$ cat src/rtl/div_result_bcd_display.sv
// Result display for the 7-bit sequential divider: captures quotient/remainder on done,
// converts both to 3-digit BCD with a sequential double-dabble, and scans a 4-digit 7-seg display.
module div_result_bcd_display #(
    parameter int REFRESH_DIV    = 27000,
    parameter bit SEG_ACTIVE_LOW = 1'b1
) (
    input  logic        clk,
    input  logic        rst_n,
    input  logic        res_valid,
    input  logic [6:0]  cociente,
    input  logic [6:0]  residuo,
    input  logic        sel_resid,
    output logic        busy_conv,
    output logic        bcd_valid,
    output logic [11:0] bcd_q,
    output logic [11:0] bcd_r,
    output logic [3:0]  an,
    output logic [6:0]  seg
);

    localparam int RW = $clog2(REFRESH_DIV);
    localparam logic [RW-1:0] REF_LAST = RW'(REFRESH_DIV - 1);

    typedef enum logic [1:0] {
        IDLE   = 2'd0,
        CONV_Q = 2'd1,
        CONV_R = 2'd2,
        UPDATE = 2'd3
    } state_t;

    state_t        state_r;
    state_t        state_s;
    logic [2:0]    iter_r;
    logic [6:0]    sh_q_r;
    logic [6:0]    sh_r_r;
    logic [11:0]   work_q_r;
    logic [11:0]   work_r_r;
    logic [11:0]   step_q_s;
    logic [11:0]   step_r_s;
    logic          busy_r;
    logic          bcd_valid_r;
    logic [11:0]   bcd_q_r;
    logic [11:0]   bcd_r_r;
    logic [RW-1:0] ref_cnt_r;
    logic [1:0]    digit_r;
    logic [11:0]   shown_s;
    logic [6:0]    seg_raw_s;
    logic [3:0]    an_raw_s;

    // One double-dabble iteration: add 3 to every nibble >= 5, then shift in the next bit.
    function automatic logic [11:0] dabble_step(input logic [11:0] w, input logic b);
        logic [11:0] t;
        t = w;
        for (int i = 0; i < 3; i++) begin
            if (t[i*4 +: 4] >= 4'd5) begin
                t[i*4 +: 4] = t[i*4 +: 4] + 4'd3;
            end else begin
                t[i*4 +: 4] = t[i*4 +: 4];
            end
        end
        return {t[10:0], b};
    endfunction

    // Active-high segment pattern {g,f,e,d,c,b,a} for a decimal nibble; non-decimal is blank.
    function automatic logic [6:0] seg_digit(input logic [3:0] d);
        logic [6:0] s;
        case (d)
            4'd0:    s = 7'h3F;
            4'd1:    s = 7'h06;
            4'd2:    s = 7'h5B;
            4'd3:    s = 7'h4F;
            4'd4:    s = 7'h66;
            4'd5:    s = 7'h6D;
            4'd6:    s = 7'h7D;
            4'd7:    s = 7'h07;
            4'd8:    s = 7'h7F;
            4'd9:    s = 7'h6F;
            default: s = 7'h00;
        endcase
        return s;
    endfunction

    // State register.
    always_ff @(posedge clk or negedge rst_n) begin
        if (!rst_n) begin
            state_r <= IDLE;
        end else begin
            state_r <= state_s;
        end
    end

    // Next-state logic; each conversion phase ends when the last iteration is taken.
    always_comb begin
        state_s = state_r;
        case (state_r)
            IDLE: begin
                if (res_valid) state_s = CONV_Q;
                else           state_s = IDLE;
            end
            CONV_Q: begin
                if (iter_r == 3'd1) state_s = CONV_R;
                else                state_s = CONV_Q;
            end
            CONV_R: begin
                if (iter_r == 3'd1) state_s = UPDATE;
                else                state_s = CONV_R;
            end
            UPDATE:  state_s = IDLE;
            default: state_s = IDLE;
        endcase
    end

    assign step_q_s = dabble_step(work_q_r, sh_q_r[6]);
    assign step_r_s = dabble_step(work_r_r, sh_r_r[6]);

    // Conversion datapath; published results only change in UPDATE so partial values stay hidden.
    always_ff @(posedge clk or negedge rst_n) begin
        if (!rst_n) begin
            iter_r      <= 3'd0;
            sh_q_r      <= 7'd0;
            sh_r_r      <= 7'd0;
            work_q_r    <= 12'd0;
            work_r_r    <= 12'd0;
            bcd_valid_r <= 1'b0;
            bcd_q_r     <= 12'd0;
            bcd_r_r     <= 12'd0;
            busy_r      <= 1'b0;
        end else begin
            bcd_valid_r <= 1'b0;
            busy_r      <= (state_s != IDLE);
            case (state_r)
                IDLE: begin
                    if (res_valid) begin
                        sh_q_r   <= cociente;
                        sh_r_r   <= residuo;
                        work_q_r <= 12'd0;
                        work_r_r <= 12'd0;
                        iter_r   <= 3'd7;
                    end
                end
                CONV_Q: begin
                    work_q_r <= step_q_s;
                    sh_q_r   <= {sh_q_r[5:0], 1'b0};
                    iter_r   <= (iter_r == 3'd1) ? 3'd7 : (iter_r - 3'd1);
                end
                CONV_R: begin
                    work_r_r <= step_r_s;
                    sh_r_r   <= {sh_r_r[5:0], 1'b0};
                    iter_r   <= iter_r - 3'd1;
                end
                UPDATE: begin
                    bcd_q_r     <= work_q_r;
                    bcd_r_r     <= work_r_r;
                    bcd_valid_r <= 1'b1;
                end
                default: begin
                    bcd_valid_r <= 1'b0;
                end
            endcase
        end
    end

    // Free-running refresh counter and digit index, independent of the conversion FSM.
    always_ff @(posedge clk or negedge rst_n) begin
        if (!rst_n) begin
            ref_cnt_r <= '0;
            digit_r   <= 2'd0;
        end else if (ref_cnt_r == REF_LAST) begin
            ref_cnt_r <= '0;
            digit_r   <= digit_r + 2'd1;
        end else begin
            ref_cnt_r <= ref_cnt_r + RW'(1);
            digit_r   <= digit_r;
        end
    end

    // Digit content with leading-zero blanking; combinational so sel_resid acts immediately.
    always_comb begin
        shown_s   = sel_resid ? bcd_r_r : bcd_q_r;
        seg_raw_s = 7'h00;
        an_raw_s  = 4'b0001 << digit_r;
        case (digit_r)
            2'd3: begin
                if (sel_resid) seg_raw_s = 7'h50;
                else           seg_raw_s = 7'h67;
            end
            2'd2: begin
                if (shown_s[11:8] == 4'd0) seg_raw_s = 7'h00;
                else                       seg_raw_s = seg_digit(shown_s[11:8]);
            end
            2'd1: begin
                if ((shown_s[11:8] == 4'd0) && (shown_s[7:4] == 4'd0)) seg_raw_s = 7'h00;
                else                                                   seg_raw_s = seg_digit(shown_s[7:4]);
            end
            2'd0:    seg_raw_s = seg_digit(shown_s[3:0]);
            default: seg_raw_s = 7'h00;
        endcase
    end

    assign busy_conv = busy_r;
    assign bcd_valid = bcd_valid_r;
    assign bcd_q     = bcd_q_r;
    assign bcd_r     = bcd_r_r;
    assign seg       = SEG_ACTIVE_LOW ? ~seg_raw_s : seg_raw_s;
    assign an        = SEG_ACTIVE_LOW ? ~an_raw_s  : an_raw_s;

endmodule
$ cat config.mk
export PLATFORM = sky130hd
export DESIGN_NAME = div_result_bcd_display
export DESIGN_NICKNAME = d
export VERILOG_FILES = /design/src/rtl/div_result_bcd_display.sv
export SDC_FILE = /design/constraint.sdc
export NUM_CORES = 1
export LEC_CHECK = 0
export CORE_AREA = 5 5 114 105
export DETAILED_ROUTE_END_ITERATION = 12
export DIE_AREA = 0 0 119 110
export PLACE_DENSITY = 0.79
export REMOVE_ABC_BUFFERS = 1
export SYNTH_ARGS = -nofsm -noshare
export SYNTH_HDL_FRONTEND = slang
export SYNTH_SLANG_ARGS = --single-unit
export TNS_END_PERCENT = 5
$ cat constraint.sdc
create_clock -name clk -period 2.7 [get_ports clk]
set_input_delay 0.54 -clock clk [delete_from_list [all_inputs] [get_ports clk]]
set_output_delay 0.54 -clock clk [all_outputs]
set_load 0.005 [all_outputs]
======== Word level (Yosys, flattened, before mapping) ========
Memories as Yosys holds them, arrays and structs flattened.
Index checks and enable logic that the tools add are counted.
storage, ports and cells
  register bits after elaboration ......... 86
  memories kept ........................... 3
  memory bits (read-only) ................. 336
  logic and storage cells ................. 81
cells by class
  shifts and indexed selects .............. 1
  bitwise logic cells ..................... 2
  mux-type cells .......................... 27
  eq/ne operators ......................... 9
  $add $sub $neg .......................... 9
  $lt $le $gt $ge ......................... 6
  reduce and logical (&&, ||, !) cells .... 12
memory list
  memory            depth  width  rd ports  clocked after Yosys merged registers in  wr ports  line  source
  (name not given)  16     7      1         0                                        0         67    case (d)
  (name not given)  16     7      1         0                                        0         67
  (name not given)  16     7      1         0                                        0         67
operator list
  cell                                                                                 count
  12-bit one-hot mux with 2 select lines                                               2
  7-bit 2-to-1 mux                                                                     4
  7-bit one-hot mux with 2 select lines                                                2
  7-bit one-hot mux with 4 select lines                                                1
  4-bit by 3-bit greater-or-equal comparator with 1-bit output, second input constant  6
  12-bit 2-to-1 mux                                                                    2
  4-bit by 2-bit adder with 4-bit output, second input constant                        4
  4-bit 2-to-1 mux                                                                     4
  15-bit by 1-bit adder with 15-bit output, second input constant                      1
  15-bit == test, second input constant                                                1
  15-bit 2-to-1 mux                                                                    1
  3-bit 2-to-1 mux                                                                     4
  3-bit one-hot mux with 3 select lines                                                1
  2-bit == test, second input constant                                                 4
  4-bit zero test                                                                      2
  2-bit one-hot mux with 4 select lines                                                1
  7-bit inverter                                                                       1
  3-bit by 2-bit adder with 3-bit output, second input constant                        2
  6-bit 2-to-1 mux                                                                     1
  2-bit AND reduction                                                                  3
  2-bit nonzero test                                                                   3
  2-bit by 1-bit == test with 1-bit output, second input constant                      2
  2-bit zero test                                                                      2
  4-bit inverter                                                                       1
  9 further kinds                                                                      11

======== Longest topological paths before layout ========
  word-level depth ........................ 6
  depth in mapped cells ................... 10
  mapped depth without buffers ............ 8

======== Worst setup path after synthesis ========
OpenSTA, ideal clock, no wires.
  path kind ............................... input-to-output
  from .................................... in sel_resid
  to ...................................... out seg[2]
  path slack .............................. -0.168 ns
  data arrival time ....................... 2.328 ns
  stages .................................. 9
  path buffers ............................ 2
  cell sequence ........................... buf_6 buf_2 mux2i_1 ha_1 and2_1 o221ai_2 nand3_2 nor2_1 o41ai_1
on the way
  cells in the longest elaborated chain, start to end .. 6
  elaborated cells between the ends (all ways) .. 12
ends and longest elaborated chain
  what                                                            line  source
  start, declared                                                 12    input logic sel_resid,
  branches (longest 4 deep; another with memory read 16 x 7 bit)  --
  7-bit one-hot mux with 4 select lines *                         182   case (digit_r)
  7-bit inverter *                                                204   assign seg = SEG_ACTIVE_LOW ? ~seg_raw_s : seg_raw_s;
  end, declared                                                   18    output logic [6:0] seg
Mark *: on every way between the ends.

======== Worst setup path in the final report ========
  from .................................... in sel_resid
  to ...................................... out seg[0]
The elaborated chain is that of the path after synthesis.

==> flow_summary.yaml <==
sta:
  fin_setup_tns_ns: -0.302
  post-route-min-period_ns: 2.79
  clock_skew_ns: 0.00466
  setup_ws_ns: -0.0855
  tightest_slew_ns: 0.601
  slew_viol_final: 0
  hold_ws_ns: 0.198
  hold_violations: 0
  relSlewSlack_pct: 59.9
  finalSetupViolCount: 7
  fin_crit_sh_pct: 103
  rsz0062_at_grt: "true"
  clock.fmax_mhz: 359
run_status:
  status: "finished, violations left"
  violations: "setup timing"
critical_path:
  ff2ff_setup_slack_ns: 0.77
  critPathMaxStageDelay_ns: 0.28
  crit_chain: "buf_8 > buf_12 > mux2i_4 > ha_4 > mux2i_1 > mux2i_1 > o22ai_1 > a21o_1 > o31ai_2 > buf_2"
  cp_top_family: "compound AO/OA/AOI/OAI gates"
  r2r_cells: 6
  cp-start-kind: "input port"
  crit_top_cell: "mux2i_1"
  rr_startpoint: "state_r[0]"
  cp_slowest_cell: "mux2i_4"
  worstPathArrival_ns: 2.25
  crit_path_end_kind: "output pin"
  cp_max_fo: 7
  worstSetupPathType: "in -> out"
  crit_required_ns: 2.16
  rr_endpoint: "work_q_r[3]"
  crit_buf_inv: 3
clock_tree:
  numCtsBuffers: 9
  tritoncts: "yes"
  hold_buffers: 0
  cts_root_buffer: "clkbuf_16"
  cts.sinks: 86
  clk_latency_ns: 0.33
  cts_buffer_depth: 2
  cts_htree_levels: 3
  path_clk_slew_ns: 0.06
global_route:
  grt_usage_pct: 19.9
  first_global_vias: 4370
  grt_max_degree: 46
  antenna_found_initial: 0
  grt_first_pass_wirelength_um: 21100
  grt_overflow_total: 0
placement:
  dp_hpwl_um: 9040
  port_buffers: 54
  gp_congestion: 0.913
  place_area_um2: 6250
  preCtsSetupSlack_ns: -1.02
  placed_cells: 756
final_layout:
  post-route-util_pct: 64.5
  finalInstanceArea_um2: 6860
  layout-drive-gt1-share_pct: 24.2
  antenna_cells: 0
  layout_commonest_cell: "dfrtp_1"
  area_growth_pct: 32.4
  fin_nets: 700
  mostFrequentLayoutCells: "86 x dfrtp_1, 63 x nand2_1, 59 x buf_4"
  fin_cells: 781
synthesis:
  ys_async_sr_fraction_pct: 100
  synth-main-ff-cell: "dfrtp_1"
  ys_ff_latch: 86
  yosysUniqueCellTypes: 56
  netlist_area_um2: 5180
  synth_warnings: 0
  synthCells: 531
  seq_area_frac_synth_pct: 41.5
  synth_edf_count: 0
  avgSynthCellArea_um2: 9.76
floorplan:
  die_y_um: 110
  boundaryPins: 55
  start_util_pct: 48.7
  die_w_um: 119
  coreArea_um2: 10600
  num_rows: 36
  dieArea_um2: 13100
detailed_routing:
  drc: 0
  wl_um: 12700
  via_per_inst: 5.48
  drtPass1Iterations: 5
  drt-wirelength-per-cell_um: 16.2
  vias: 4281
  drt-initial-drc-count: 295
  ant_nets: 0
hold_path:
  min_path_type: "in -> async"
run:
  maxCapViolations: 0
pwr:
  ir_drop_v: 0.000561
  total_power_mw: 4.46
  power_density_nw_per_um2: 650
  p_leak_nw: 3.14
where the power goes:
group          internal [mW]  switching (mW)
Sequential              1.48           0.139
Clock                  0.836           0.505
Combinational          0.709           0.788
Total                   3.03            1.43
cells in the mapped netlist, types with 3 or more instances:
cell,count,share of area [%]
ha_1,39,9.4
nor3_1,7,0.68
clkbuf_1,15,1.1
o31ai_1,6,0.87
and3_1,4,0.48
nand2b_1,11,1.3
mux2_2,28,6.1
a22o_1,6,1.0
and4_1,3,0.51
a31oi_1,3,0.36
xor2_1,12,2.0
a21oi_1,28,2.7
dfrtp_1,86,42
mux2i_1,30,5.8
inv_1,31,2.2
o21a_1,4,0.58
a21o_1,3,0.43
nor2_1,32,2.3
nand2_1,63,4.6
xnor2_1,11,1.9
nand3_1,9,0.87
o21ai_1,3,0.29
o21ai_0,52,5.0
nor2b_1,5,0.60
final cells by class:
cell class                 count  area (µm²)
multi-input combinational    393        3020
clock buffer                  11         243
tap                          133         166
clock inverter                 5        82.6
timing repair buffer         121        1070
fill                         809        3770
inverter                      32         125
sequential                    86        2150
worst max-delay path by stage:
stage	start	to	cells past startpoint
3_3_place_gp	sel_resid	seg[0]	10
6_report	sel_resid	seg[0]	10
4_1_cts	sel_resid	seg[0]	11
2_1_floorplan	sel_resid	seg[2]	7
3_5_place_dp	sel_resid	seg[0]	10
5_1_grt	sel_resid	seg[0]	10
cells by family after synthesis:
kind of cell / share of synthesized area [%]
adders and majority gates: 9.42
muxes: 13.2
AOI/OAI and AO/OA: 14.5
and+or+nand+nor: 13.3
buffers and inverters: 4.11
xor gates and xnor gates: 3.89
DFF: 41.5
metal layers:
layer  global-route usage [%]  wire [µm]
met1                     25.5       5660
met2                     33.5       6060
met3                     4.23        678
met4                     7.11        285
met5                        0          0
sequential cells by signal (all words and copies together) (netlist names):
signal / flops
bcd_q: 12
bcd_r: 12
bcd_valid: 1
busy_conv: 1
digit_r: 2
iter_r: 3
ref_cnt_r: 15
sh_q_r: 7
sh_r_r: 7
state_r: 2
work_q_r: 12
work_r_r: 12
timing repair:
action	in CTS	in global routing
endpoints found under the setup margin	7	7
gates resized for setup	72	18
pin swaps	11	9
setup buffers	8	1
Note: power is estimated with default switching activity, not from simulation.
